`config.mk`:
```
export PLATFORM = sky130hd
export DESIGN_NAME = noc_local_ejector_flat
export DESIGN_NICKNAME = d
export VERILOG_FILES = /design/src/rtl/noc_pkg.sv /design/src/rtl/noc_local_ejector_if.sv /design/src/rtl/noc_sync_fifo.sv /design/src/rtl/noc_local_ejector.sv /design/src/flat_wrapper.sv
export SDC_FILE = /design/constraint.sdc
export NUM_CORES = 1
export LEC_CHECK = 0
export BUFFER_PORTS_ARGS = -buffer_cell sky130_fd_sc_hd__buf_2
export CELL_PAD_IN_SITES_DETAIL_PLACEMENT = 1
export CELL_PAD_IN_SITES_GLOBAL_PLACEMENT = 2
export CORE_MARGIN = 4
export CORE_UTILIZATION = 35
export DETAILED_ROUTE_END_ITERATION = 7
export MAX_ROUTING_LAYER = met4
export PLACE_DENSITY = 0.68
export SLEW_MARGIN = 20
export SYNTH_ARGS = -nofsm -noshare
export SYNTH_HDL_FRONTEND = slang
export SYNTH_SLANG_ARGS = --single-unit
```
`constraint.sdc`:
```
create_clock -name clk -period 3.31 [get_ports clk]
set_input_delay 0.993 -clock clk [delete_from_list [all_inputs] [get_ports clk]]
set_output_delay 0.993 -clock clk [all_outputs]
set_load 0.03 [all_outputs]
```
`src/rtl/noc_pkg.sv`:
```
// Shared NoC definitions: packet width, packet field positions, node-ID width
// and the ejector receive-FSM state type.
package noc_pkg;

  localparam int PACKET_WIDTH  = 56;
  localparam int NODE_ID_WIDTH = 6;

  localparam int PKT_ID_MSB    = 25;
  localparam int PKT_ID_LSB    = 16;
  localparam int PKT_SRC_MSB   = 15;
  localparam int PKT_SRC_LSB   = 10;
  localparam int PKT_INFO_MSB  = 9;
  localparam int PKT_INFO_LSB  = 0;

  localparam int PKT_ID_WIDTH  = PKT_ID_MSB - PKT_ID_LSB + 1;

  typedef enum logic [0:0] {
    IDLE     = 1'b0,
    WAIT_REL = 1'b1
  } rx_state_t;

endpackage

```
`src/rtl/noc_local_ejector_if.sv`:
```
// Local-port link of the ejector: router req/grant/full handshake plus the
// valid/ready packet stream toward the PE.
interface noc_local_ejector_if #(
  parameter int PACKET_WIDTH = noc_pkg::PACKET_WIDTH
);

  logic                    ReqUpStr;
  logic [PACKET_WIDTH-1:0] PacketIn;
  logic                    GntUpStr;
  logic                    UpStrFull;
  logic                    PktValid;
  logic [PACKET_WIDTH-1:0] PktData;
  logic                    PktReady;

  // slave: the ejector; master: router + PE side driving it
  modport slave (
    input  ReqUpStr, PacketIn, PktReady,
    output GntUpStr, UpStrFull, PktValid, PktData
  );

  modport master (
    output ReqUpStr, PacketIn, PktReady,
    input  GntUpStr, UpStrFull, PktValid, PktData
  );

endinterface

```
`src/rtl/noc_sync_fifo.sv`:
```
// Single-clock first-word-fall-through FIFO with registered occupancy count.
// Push is ignored when full, pop is ignored when empty.
module noc_sync_fifo #(
  parameter int WIDTH = 56,
  parameter int DEPTH = 4
) (
  input  logic                       clk,
  input  logic                       reset,
  input  logic                       push,
  input  logic [WIDTH-1:0]           push_data,
  input  logic                       pop,
  output logic                       full,
  output logic                       empty,
  output logic [$clog2(DEPTH):0]     count,
  output logic [WIDTH-1:0]           head
);

  localparam int AW = $clog2(DEPTH);

  if (DEPTH < 2 || (DEPTH & (DEPTH - 1)) != 0) begin : g_bad_depth
    $error("noc_sync_fifo: DEPTH must be a power of 2 and at least 2");
  end

  logic [WIDTH-1:0] mem [DEPTH];
  logic [AW-1:0]    wr_ptr_reg;
  logic [AW-1:0]    rd_ptr_reg;
  logic [AW:0]      count_reg;
  logic             do_push;
  logic             do_pop;

  assign full    = (count_reg == (AW+1)'(DEPTH));
  assign empty   = (count_reg == '0);
  assign count   = count_reg;
  assign head    = mem[rd_ptr_reg];
  assign do_push = push && !full;
  assign do_pop  = pop && !empty;

  // Storage is not reset; consumers must qualify head with empty.
  always_ff @(posedge clk) begin
    if (do_push) begin
      mem[wr_ptr_reg] <= push_data;
    end
  end

  // Pointers wrap naturally because DEPTH is a power of 2.
  always_ff @(posedge clk or posedge reset) begin
    if (reset) begin
      wr_ptr_reg <= '0;
      rd_ptr_reg <= '0;
      count_reg  <= '0;
    end else begin
      if (do_push) begin
        wr_ptr_reg <= wr_ptr_reg + 1'b1;
      end
      if (do_pop) begin
        rd_ptr_reg <= rd_ptr_reg + 1'b1;
      end
      count_reg <= count_reg + {{AW{1'b0}}, do_push} - {{AW{1'b0}}, do_pop};
    end
  end

endmodule

```
`src/rtl/noc_local_ejector.sv`:
```
// PE-side packet sink at a router local output port: one packet per req/grant
// handshake into a FIFO, streamed to the PE. Optional sequence check: NOC_EJECTOR_SEQCHK_EN.
module noc_local_ejector
  import noc_pkg::*;
#(
  parameter logic [NODE_ID_WIDTH-1:0] MODULE_ID    = 6'b001_010,
  parameter int                       PACKET_WIDTH = noc_pkg::PACKET_WIDTH,
  parameter int                       FIFO_DEPTH   = 4,
  parameter int                       CNT_WIDTH    = 16
) (
  input  logic                 clk,
  input  logic                 reset,
  noc_local_ejector_if.slave   link,
  output logic [CNT_WIDTH-1:0] RxCount
`ifdef NOC_EJECTOR_SEQCHK_EN
  ,
  output logic [CNT_WIDTH-1:0] SeqErrCount
`endif
);

  if ($bits(MODULE_ID) != NODE_ID_WIDTH) begin : g_bad_id
    $error("noc_local_ejector: MODULE_ID must be a node ID");
  end

  rx_state_t                  state_reg;
  rx_state_t                  state_next;
  logic                       gnt_reg;
  logic                       gnt_next;
  logic                       push;
  logic [CNT_WIDTH-1:0]       rx_count_reg;
  logic                       fifo_full;
  logic                       fifo_empty;
  logic [$clog2(FIFO_DEPTH):0] fifo_count;
  logic [PACKET_WIDTH-1:0]    fifo_head;

  noc_sync_fifo #(
    .WIDTH (PACKET_WIDTH),
    .DEPTH (FIFO_DEPTH)
  ) u_fifo (
    .clk       (clk),
    .reset     (reset),
    .push      (push),
    .push_data (link.PacketIn),
    .pop       (link.PktReady),
    .full      (fifo_full),
    .empty     (fifo_empty),
    .count     (fifo_count),
    .head      (fifo_head)
  );

  // Full is the pre-edge registered value, so a pop in the same cycle does
  // not open space for a grant until the following cycle.
  always_comb begin
    state_next = state_reg;
    gnt_next   = 1'b0;
    push       = 1'b0;
    case (state_reg)
      IDLE: begin
        if (link.ReqUpStr && !fifo_full) begin
          push       = 1'b1;
          gnt_next   = 1'b1;
          state_next = WAIT_REL;
        end
      end
      WAIT_REL: begin
        if (!link.ReqUpStr) begin
          state_next = IDLE;
        end
      end
      default: state_next = IDLE;
    endcase
  end

  always_ff @(posedge clk or posedge reset) begin
    if (reset) begin
      state_reg    <= IDLE;
      gnt_reg      <= 1'b0;
      rx_count_reg <= '0;
    end else begin
      state_reg <= state_next;
      gnt_reg   <= gnt_next;
      if (push) begin
        rx_count_reg <= rx_count_reg + 1'b1;
      end
    end
  end

  assign link.GntUpStr  = gnt_reg;
  assign link.UpStrFull = fifo_full;
  assign link.PktValid  = (fifo_count != '0);
  assign link.PktData   = fifo_empty ? '0 : fifo_head;
  assign RxCount        = rx_count_reg;

`ifdef NOC_EJECTOR_SEQCHK_EN
  logic [PKT_ID_WIDTH-1:0]  push_id;
  logic [NODE_ID_WIDTH-1:0] push_src;
  logic [PKT_ID_WIDTH-1:0]  exp_id_reg [64];
  logic [CNT_WIDTH-1:0]     seq_err_reg;

  assign push_id  = link.PacketIn[PKT_ID_MSB:PKT_ID_LSB];
  assign push_src = link.PacketIn[PKT_SRC_MSB:PKT_SRC_LSB];

  // One expected-ID register per source; the next ID is learned on every push.
  for (genvar gi = 0; gi < 64; gi++) begin : g_seq
    always_ff @(posedge clk or posedge reset) begin
      if (reset) begin
        exp_id_reg[gi] <= PKT_ID_WIDTH'(1);
      end else if (push && push_src == NODE_ID_WIDTH'(gi)) begin
        exp_id_reg[gi] <= push_id + 1'b1;
      end
    end
  end

  always_ff @(posedge clk or posedge reset) begin
    if (reset) begin
      seq_err_reg <= '0;
    end else if (push && push_id != exp_id_reg[push_src]) begin
      seq_err_reg <= seq_err_reg + 1'b1;
    end
  end

  assign SeqErrCount = seq_err_reg;
`endif

endmodule

```
`src/flat_wrapper.sv`:
```
// flat-port wrapper written by rule: the top's interface ports become plain ports
module noc_local_ejector_flat import noc_pkg::*;
#(
  parameter logic [NODE_ID_WIDTH-1:0] MODULE_ID    = 6'b001_010,
  parameter int                       PACKET_WIDTH = noc_pkg::PACKET_WIDTH,
  parameter int                       FIFO_DEPTH   = 4,
  parameter int                       CNT_WIDTH    = 16
)
  (clk, reset, RxCount, link_ReqUpStr, link_PacketIn, link_PktReady, link_GntUpStr, link_UpStrFull, link_PktValid, link_PktData);
  noc_local_ejector_if #(.PACKET_WIDTH(PACKET_WIDTH)) link_i ();
  input  logic clk;
  input  logic reset;
  output logic [CNT_WIDTH-1:0] RxCount;
  input wire logic [$bits(link_i.ReqUpStr)-1:0] link_ReqUpStr;
  input wire logic [$bits(link_i.PacketIn)-1:0] link_PacketIn;
  input wire logic [$bits(link_i.PktReady)-1:0] link_PktReady;
  output wire logic [$bits(link_i.GntUpStr)-1:0] link_GntUpStr;
  output wire logic [$bits(link_i.UpStrFull)-1:0] link_UpStrFull;
  output wire logic [$bits(link_i.PktValid)-1:0] link_PktValid;
  output wire logic [$bits(link_i.PktData)-1:0] link_PktData;
  assign link_i.ReqUpStr = link_ReqUpStr;
  assign link_i.PacketIn = link_PacketIn;
  assign link_i.PktReady = link_PktReady;
  assign link_GntUpStr = link_i.GntUpStr;
  assign link_UpStrFull = link_i.UpStrFull;
  assign link_PktValid = link_i.PktValid;
  assign link_PktData = link_i.PktData;
  noc_local_ejector #(.MODULE_ID(MODULE_ID), .PACKET_WIDTH(PACKET_WIDTH), .FIFO_DEPTH(FIFO_DEPTH), .CNT_WIDTH(CNT_WIDTH)) u_core (.clk(clk), .reset(reset), .link(link_i), .RxCount(RxCount));
endmodule
```
Yosys cells after proc, flatten, opt, wreduce, memory -nomap -nowiden
Memory sizes are Yosys's and may differ from the RTL's.
Cells that the tools add are included.
- add/sub/neg operators: 5
- equal/unequal tests: 1
- muxes and demuxes: 7
- bitwise operators: 1
- reduce and logical (&&, ||, !) cells: 7
- operators by type and width (cell ; count):
    56-bit two-way mux ; 1
    16-bit by 1-bit adder with 16-bit output, second input constant ; 1
    1-bit two-way mux ; 5
    2-bit by 1-bit adder with 2-bit output, second input constant ; 2
    3-bit by 1-bit adder with 3-bit output ; 1
    3-bit == test, second input constant ; 1
    1-bit logical AND ; 3
    3-bit logical NOT ; 1
    3-bit nonzero test ; 1
    3-bit by 1-bit subtractor with 3-bit output ; 1
    1-bit logical NOT ; 2
    1-bit case mux with 2 select lines ; 1
    1-bit inverter ; 1
- register bits after elaboration: 25
- RAM bits: 224
- logic and storage cells: 28
- memories kept: 1
- memory list (memory ; words ; bits a word ; rd ports ; clocked after memory_dff ; wr ports ; RTL line ; text):
    u_core.u_fifo.mem ; 4 ; 56 ; 1 ; 0 ; 1 ; noc_sync_fifo.sv:24 ; logic [WIDTH-1:0] mem [DEPTH];

Logic depth before layout (Yosys ltp)
Gate-level depths: netlist (run 1).
- depth after elaboration: 8
- gate-level depth with buffers: 9
- mapped depth without buffers: 8

Modules after synthesis
Synthesis (run 1) repeated with hierarchy kept, for this count alone.
- cells, all modules: 464
- area, all modules: 9753.1 sq um
- modules (own cells, without submodules) (module ; times used ; cells each ; area each (sq um)):
    noc_sync_fifo ; 1 ; 335 ; 8575.7
    noc_local_ejector ; 1 ; 129 ; 1177.4

Least setup slack after synthesis (run 1)
OpenSTA, ideal clock, no wires.
- path kind: in2reg
- from: input link_ReqUpStr
- to: memory u_core.u_fifo.mem[1][0] (enable)
- library setup time: 420 ps
- arrival time: 2965 ps
- data required time: 2890 ps
- setup slack: -75 ps
- cell stages on the path: 4
- path buffers: 1
- cells stage by stage: nand2b_1 > nor2_1 > buf_2 > and2_1
- cells in the longest elaborated chain, start to end: 6
- ends and longest elaborated chain (element ; RTL line ; text):
    start: declaration ; flat_wrapper.sv:14 ; input wire logic [$bits(link_i.ReqUpStr)-1:0] link_ReqUpStr;
    1-bit logical AND ; noc_local_ejector.sv:59 ; if (link.ReqUpStr && !fifo_full) begin
    1-bit two-way mux (2 in a row) ; -- ;
    via u_core.gnt_next ; noc_local_ejector.sv:28 ; logic gnt_next;
    1-bit logical AND ; noc_sync_fifo.sv:35 ; assign do_push = push && !full;
    1-bit two-way mux ; noc_sync_fifo.sv:40 ; if (do_push) begin
    1-bit two-way mux (not written as such) ; noc_sync_fifo.sv:41 ; mem[wr_ptr_reg] <= push_data;
    end: declaration ; noc_sync_fifo.sv:24 ;
The timed path passes the listed nets, and every way through them passes these cells.

Worst setup path after layout (run 1)
- from: register u_core.u_fifo.rd_ptr_reg[0]
- to: output link_PktData[19]
- cells in the longest elaborated chain, start to end: 2
- ends and longest elaborated chain (element ; RTL line ; text):
    start: declaration ; noc_sync_fifo.sv:26 ; logic [AW-1:0] rd_ptr_reg;
    start signal: assignment ; noc_sync_fifo.sv:56 ; rd_ptr_reg <= rd_ptr_reg + 1'b1;
    memory 4 x 56 bit ; -- ;
    56-bit two-way mux ; noc_local_ejector.sv:91 ; assign link.PktData = fifo_empty ? '0 : fifo_head;
    end: declaration ; flat_wrapper.sv:20 ; output wire logic [$bits(link_i.PktData)-1:0] link_PktData;
No other way between the ends.

==> flow_summary.rst, run 1 <==
.. list-table::
   :header-rows: 1

   * - Metric
     - Value
   * - Post-Route WL
     - 20.45 mm
   * - Final count of negative-setup-slack endpoints
     - 0
   * - Clock-pin slew of the registers on the worst-case setup and hold paths
     - about 0.06 ns
   * - Post-synth EDFFs
     - roughly 220
   * - Clock latency reported for the late side of the worst-skew pair
     - approximately 0.52 ns
   * - Power density normalized to cell area
     - between 900 and 1000 mW/mm^2
   * - Die area
     - approximately 0.030 mm^2
   * - Wirelength per Cell
     - 20.85 um
   * - Non-Filler Cell Area, Final
     - between 0.01 and 0.015 mm^2
   * - Total DRC errors in the routed layout
     - 0
   * - Number of flip-flops under the largest register name
     - 224
   * - Grt ovf
     - 0
   * - Clock root buffer master
     - clkbuf_16
   * - Post-detailed-placement cell area
     - 0.01091 mm^2
   * - Sink of the worst hold path
     - u_core.RxCount[15]
   * - Mean post-synth cell area
     - between 20 and 25 um^2
   * - IO Pins
     - around 140
   * - Y dimension of the die
     - ~170 um
   * - Number of flip-flops and latches in the synthesized netlist
     - 249
   * - Wire length of the first global-routing pass
     - 32.09 mm
   * - Area delta synth->final
     - 21.63%
   * - Largest net degree at the start of global routing
     - 58
   * - Number of vias per cell after detailed routing
     - 4.824
   * - Number of DRC violations after detailed-routing iteration 0
     - 200
   * - Fraction of final layout cells sized beyond drive strength 1
     - 0.4075
   * - Chip Width
     - roughly 170 um
   * - Highest ir drop seen on vdd
     - ~0.53 mV
   * - Synthesis warning total
     - 0
   * - Worst Skew
     - 0.008782 ns
   * - Pins over their slew limit
     - 0
   * - Post-synth ARST share
     - 0.1004
   * - Cells after Synth
     - approximately 450
   * - Number of sinks driven by the clock tree
     - approximately 250
   * - Synthesized net count
     - 518
   * - CTS tree
     - built
   * - Rows
     - 60
   * - Worst Path Class, Setup
     - flip-flop to output pin
   * - Outcome
     - finished, final reports clean
   * - Number of I/O port buffers
     - 134
   * - Number of iterations in the first detailed-routing pass
     - 4
   * - Share of the cycle needed by the critical path after routing
     - 0.9582
   * - Initial antenna violation count
     - 2
   * - End of the worst register-to-register path
     - u_core.u_fifo.count[2]
   * - Required time reported for the critical path endpoint
     - 2.32 ns
   * - Actual transition at the worst max-transition pin
     - 0.6993 ns
   * - Post-Syn Area
     - ~0.0097 mm^2
   * - Share of the yosys chip area belonging to registers
     - 0.7614
   * - Leading cell types in the layout, fill and taps excluded
     - 224 x edfxtp_1, 134 x buf_2, 56 x mux4_2, 56 x and2_1, 27 x clkbuf_16
   * - Launch instance of the worst min-delay path
     - u_core.RxCount[15]
   * - Maximum level of the CTS H-tree
     - 1
   * - Routability-driven placement congestion ratio
     - around 0.71
   * - Startpoint of the most critical setup path
     - u_core.u_fifo.rd_ptr_reg[0]
   * - Number of cells on the worst hold path
     - 1
   * - Non-filler cells, final
     - 981
   * - Crit path max fanout
     - 17
   * - Detailed placement HPWL
     - 13.10 mm
   * - Number of buffers inserted during clock tree synthesis
     - 27
   * - PnR worst setup slack
     - ~0.14 ns
   * - Maximum buffer depth of the clock tree
     - 3
   * - Category of the worst setup path launch point
     - flip-flop
   * - Global routing usage summed across all routing layers
     - 0.1395
   * - Pre-CTS setup slack
     - 0.5121 ns
   * - # Max-Cap Violations
     - 0
   * - Nets
     - 686
   * - Utilization of the core after routing
     - 0.4345
   * - Setup repair after global routing missed its margin
     - no
   * - Highest clock frequency the design can meet
     - around 320 MHz
   * - Setup TNS Final
     - 0 ns
   * - Tightest Hold Check Type
     - flip-flop to flip-flop
   * - Fill cell total of the finished layout
     - about 2600
   * - Area inside the core boundary
     - between 0.02 and 0.03 mm^2
   * - Initial core utilization
     - 0.3573
   * - Most used flip-flop cell after synthesis
     - edfxtp_1
   * - Placed Cells incl. Taps
     - just over 900
   * - Period minus WS final
     - approximately 3.2 ns
   * - CP endpoint kind
     - output pin
   * - Register-to-register setup slack
     - between 0.7 and 0.8 ns
   * - Post-route total power
     - 10.89 mW
   * - Headroom to the max-slew limit
     - 0.5333
   * - Post-route ant nets
     - 0
   * - Final Hold Slack
     - roughly 0.48 ns
   * - Leak
     - between 4 and 5 nW
   * - Launch instance of the worst register-to-register path
     - u_core.u_fifo.count[1]
   * - Synth unique cells
     - 29
   * - Arrival time of data at the critical path endpoint
     - 2.18 ns
   * - Most common cell after layout, fill and taps aside
     - edfxtp_1
   * - Final hold violation count
     - 0
   * - Via count of the first global-routing pass
     - approximately 5400
   * - Cell depth of the worst flop-to-flop path
     - 9
   * - Routed via count
     - approximately 4700
[routing by layer]
metal	GRT usage	up-vias	wire, um
li1	-	2126	-
met1	0.1720	2477	8655
met2	0.2396	103	10580
met3	0.02849	26	934
met4	0.03134	0	282
met5	-	-	0
[report_power, final]
group          switching [mW]  internal, mW  total [mW]
logic                    2.44          1.60        4.04
clock network            1.13          1.65        2.78
registers               0.186          3.88        4.06
total                    3.75          7.13        10.9
[layout make-up]
type                    instances  area (um^2)  share of cell area
clock inverters                 4        48.80            0.004155
multi-input cells             176         2143              0.1825
well taps                     341        426.7             0.03633
flip-flops and latches        249         7357              0.6265
repair buffers                159        970.9             0.08268
diodes                          2        5.005           0.0004262
clock buffers                  44        769.5             0.06552
inverters                       6        22.52            0.001918
[critical path, stage by stage (launching register included)]
cell and delay (ns):
dfrtp_4 0.55, buf_12 0.23, mux4_2 0.52, and2_1 0.18, buf_2 0.17
[Yosys cell counts, drive strengths merged, types with 2 or more instances]
cell / n / area, um^2
clkbuf: 8 / 30.03
edfxtp: 224 / 6726
xnor2: 16 / 140.1
nor2: 2 / 7.510
nand2: 7 / 26.28
and3: 2 / 12.51
and2: 60 / 375.4
nand3: 5 / 25.02
ha: 6 / 75.07
nor4: 2 / 33.78
mux4: 56 / 1261
dfrtp: 25 / 625.6
and4: 3 / 26.28
buf: 12 / 118.9
nand4: 4 / 25.02
inv: 6 / 22.52
xor2: 5 / 43.79
[worst max path at each step]
stage                              endpoint  cells past startpoint
floorplan           u_core.u_fifo.mem[0][0]                      3
global placement            link_PktData[6]                      4
detailed placement         link_PktData[19]                      4
CTS                        link_PktData[19]                      4
global route                link_PktData[1]                      4
finish                     link_PktData[19]                      4
[what timing repair did]
item / in CTS / in global routing
setup buffers: 2 / 0
setup endpoints to repair: 28 / 0
resized for setup: 0 / 0
hold buffers: 0 / 0
[cell families (layout without fill, tap and decap cells)]
family,Yosys count,count (layout),synth area share
flip-flops,249,249,0.7614
AND/OR/NAND/NOR,89,89,0.05883
multiplexers,57,57,0.1318
buffers and inverters,26,213,0.01775
XOR/XNOR,21,21,0.01905
adder cells (fa/ha/maj),7,7,0.009848
AO/OA/AOI/OAI,2,2,0.001296
other,0,2,0
No activity file was read; power rests on OpenSTA's default activity.
==> run 2: changes to the inputs <==
- CORE_MARGIN: 4 -> 2
==> run 2 against run 1 <==
Compared with the run above:
- first-iteration DRC count rose by 43%
- clock skew is essentially flat
- wire length decreased by 0.17%
- sequential power barely moved
- count of clock-buffer cells in the layout decreased by 10
==> flow_summary.rst, run 2 (same netlist as run 1, synthesis figures left out) <==
.. list-table::
   :header-rows: 1

   * - Metric
     - Value
   * - CTS tree
     - built
   * - Number of sinks driven by the clock tree
     - approximately 250
   * - Clock latency reported for the late side of the worst-skew pair
     - between 0.5 and 0.6 ns
   * - Routed via count
     - roughly 4800
   * - Post-CTS Hold Buffers
     - 0
   * - Worst Path Class, Setup
     - flip-flop to output pin
   * - Initial antenna violation count
     - 3
   * - Global routing usage summed across all routing layers
     - 0.1500
   * - Met1 wire length
     - between 8 and 9 mm
   * - Final count of negative-setup-slack endpoints
     - 0
   * - Launch instance of the worst register-to-register path
     - u_core.u_fifo.count[1]
   * - Final Hold Slack
     - 0.4794 ns
   * - Clock-pin slew of the registers on the worst-case setup and hold paths
     - ~0.06 ns
   * - End of the worst register-to-register path
     - u_core.u_fifo.count[2]
   * - Rows
     - 60
   * - Actual transition at the worst max-transition pin
     - 0.6759 ns
   * - Number of I/O port buffers
     - 134
   * - Number of buffers inserted during clock tree synthesis
     - 27
   * - Crit path max fanout
     - 13
   * - Leading cell types in the layout, fill and taps excluded
     - 224 x edfxtp_1, 134 x buf_2, 56 x mux4_2, 56 x and2_1, 27 x clkbuf_16
   * - Nets
     - 687
   * - Period minus WS final
     - ~3.2 ns
   * - Clock root buffer master
     - clkbuf_16
   * - Pins over their slew limit
     - 0
   * - Wirelength per Cell
     - 20.73 um
   * - Number of DRC violations after detailed-routing iteration 0
     - about 290
   * - Setup repair after global routing missed its margin
     - no
   * - PnR worst setup slack
     - 0.1563 ns
   * - Post-route total power
     - around 11 mW
   * - Chip Width
     - about 170 um
   * - Outcome
     - finished, final reports clean
   * - Number of iterations in the first detailed-routing pass
     - 4
   * - Number of cells on the worst hold path
     - 1
   * - Area taken by flip-flops and latches
     - approximately 0.0074 mm^2
   * - Initial core utilization
     - 0.3573
   * - Detailed placement HPWL
     - ~13 mm
   * - Category of the worst setup path launch point
     - flip-flop
   * - # Max-Cap Violations
     - 0
   * - Largest net degree at the start of global routing
     - 43
   * - Launch instance of the worst min-delay path
     - u_core.RxCount[15]
   * - Area inside the core boundary
     - ~0.027 mm^2
   * - Total DRC errors in the routed layout
     - 0
   * - Final hold violation count
     - 0
   * - Die area
     - 0.02893 mm^2
   * - Highest ir drop seen on vdd
     - roughly 0.44 mV
   * - Number of vias per cell after detailed routing
     - 4.852
   * - Wire length of the first global-routing pass
     - about 32 mm
   * - Combined area of the multi-input logic cells
     - 0.002147 mm^2
   * - Met2 wire length
     - around 11 mm
   * - Setup TNS Final
     - 0 ns
   * - Grt ovf
     - 0
   * - Fill cell total of the finished layout
     - between 2000 and 3000
   * - Required time reported for the critical path endpoint
     - 2.32 ns
   * - Worst Skew
     - ~0.0086 ns
   * - Routability-driven placement congestion ratio
     - 0.6959
   * - Fraction of final layout cells sized beyond drive strength 1
     - 0.4150
   * - Leak
     - approximately 4.3 nW
   * - Highest clock frequency the design can meet
     - between 300 and 400 MHz
   * - Headroom to the max-slew limit
     - 0.5489
   * - Number of flip-flops under the largest register name
     - roughly 220
   * - Most common cell after layout, fill and taps aside
     - edfxtp_1
   * - Tightest Hold Check Type
     - flip-flop to flip-flop
   * - Arrival time of data at the critical path endpoint
     - about 2.2 ns
   * - Cell depth of the worst flop-to-flop path
     - 9
   * - Maximum buffer depth of the clock tree
     - 3
   * - Pre-CTS setup slack
     - 0.4487 ns
   * - Sink of the worst hold path
     - u_core.RxCount[15]
   * - Area delta synth->final
     - 23.48%
   * - CP endpoint kind
     - output pin
   * - Register-to-register setup slack
     - around 0.80 ns
   * - Power density normalized to cell area
     - 947.7 mW/mm^2
   * - Post-Route WL
     - 20.42 mm
   * - Via count of the first global-routing pass
     - ~5400
   * - Share of the cycle needed by the critical path after routing
     - 0.9528
   * - Maximum level of the CTS H-tree
     - 1
   * - Y dimension of the die
     - around 170 um
   * - Post-route ant nets
     - 0
   * - Routed length on met3
     - 1.024 mm
   * - Highest routed metal layer
     - met4
   * - IO Pins
     - about 140
run 2: cell count changes in the layout (fill, tap and decap cells not counted), sizes merged:
cell	previous run	this run
buf	159	160
bufinv	1	5
clkbuf	44	34
clkinv	2	10
diode	2	3
run 2: stage by stage:
stage	instances	area [um^2]	utilization
2_1_floorplan	451	9659	-
3_3_place_gp	926	10950	0.4051
3_5_place_dp	926	10950	0.4051
4_1_cts	982	11920	0.4409
5_1_grt	985	11920	0.4412
6_report	985	11920	0.4412
run 2: what timing repair did:
item	CTS	global route
setup endpoints to repair	55	0
buffers inserted	6	0
gates resized for setup	1	0
run 2: cell type report:
class                           count  area share
Timing Repair Buffer              160     0.08836
Tap cell                          341     0.03579
Multi-Input combinational cell    176      0.1801
Clock inverter                     16     0.01711
Inverter                            6    0.001889
Antenna cell                        3   0.0006297
Sequential cell                   249      0.6173
Clock buffer                       34     0.05887
run 2: worst max-delay path, stage by stage (launching register included):
cell and delay, ns:
dfrtp_4 0.42, buf_4 0.16, buf_12 0.17, mux4_2 0.53
and2_1 0.17, buf_2 0.17
run 2: power by group:
part | internal, mW | switching (mW) | total [mW]
Combinational | 1.70 | 2.45 | 4.15
Sequential | 3.88 | 0.217 | 4.09
Clock | 1.89 | 1.17 | 3.06
run 2: worst max-delay path by stage:
stage	slack [ns]	depth (start not counted)	to	startpoint
2_1_floorplan	0.14	3	u_core.u_fifo.mem[0][0]	link_ReqUpStr
3_3_place_gp	0.46	4	link_PktData[38]	u_core.u_fifo.rd_ptr_reg[0]
3_5_place_dp	0.45	4	link_PktData[38]	u_core.u_fifo.rd_ptr_reg[0]
4_1_cts	0.12	4	link_PktData[32]	u_core.u_fifo.count[1]
5_1_grt	0.04	5	link_PktData[55]	u_core.u_fifo.rd_ptr_reg[0]
6_report	0.16	5	link_PktData[13]	u_core.u_fifo.rd_ptr_reg[0]
run 2: layer usage:
metal / up-vias / global-route usage
li1: 2142 / -
met1: 2498 / 0.1810
met2: 112 / 0.2589
met3: 27 / 0.02907
met4: 0 / 0.04013
met5: - / -
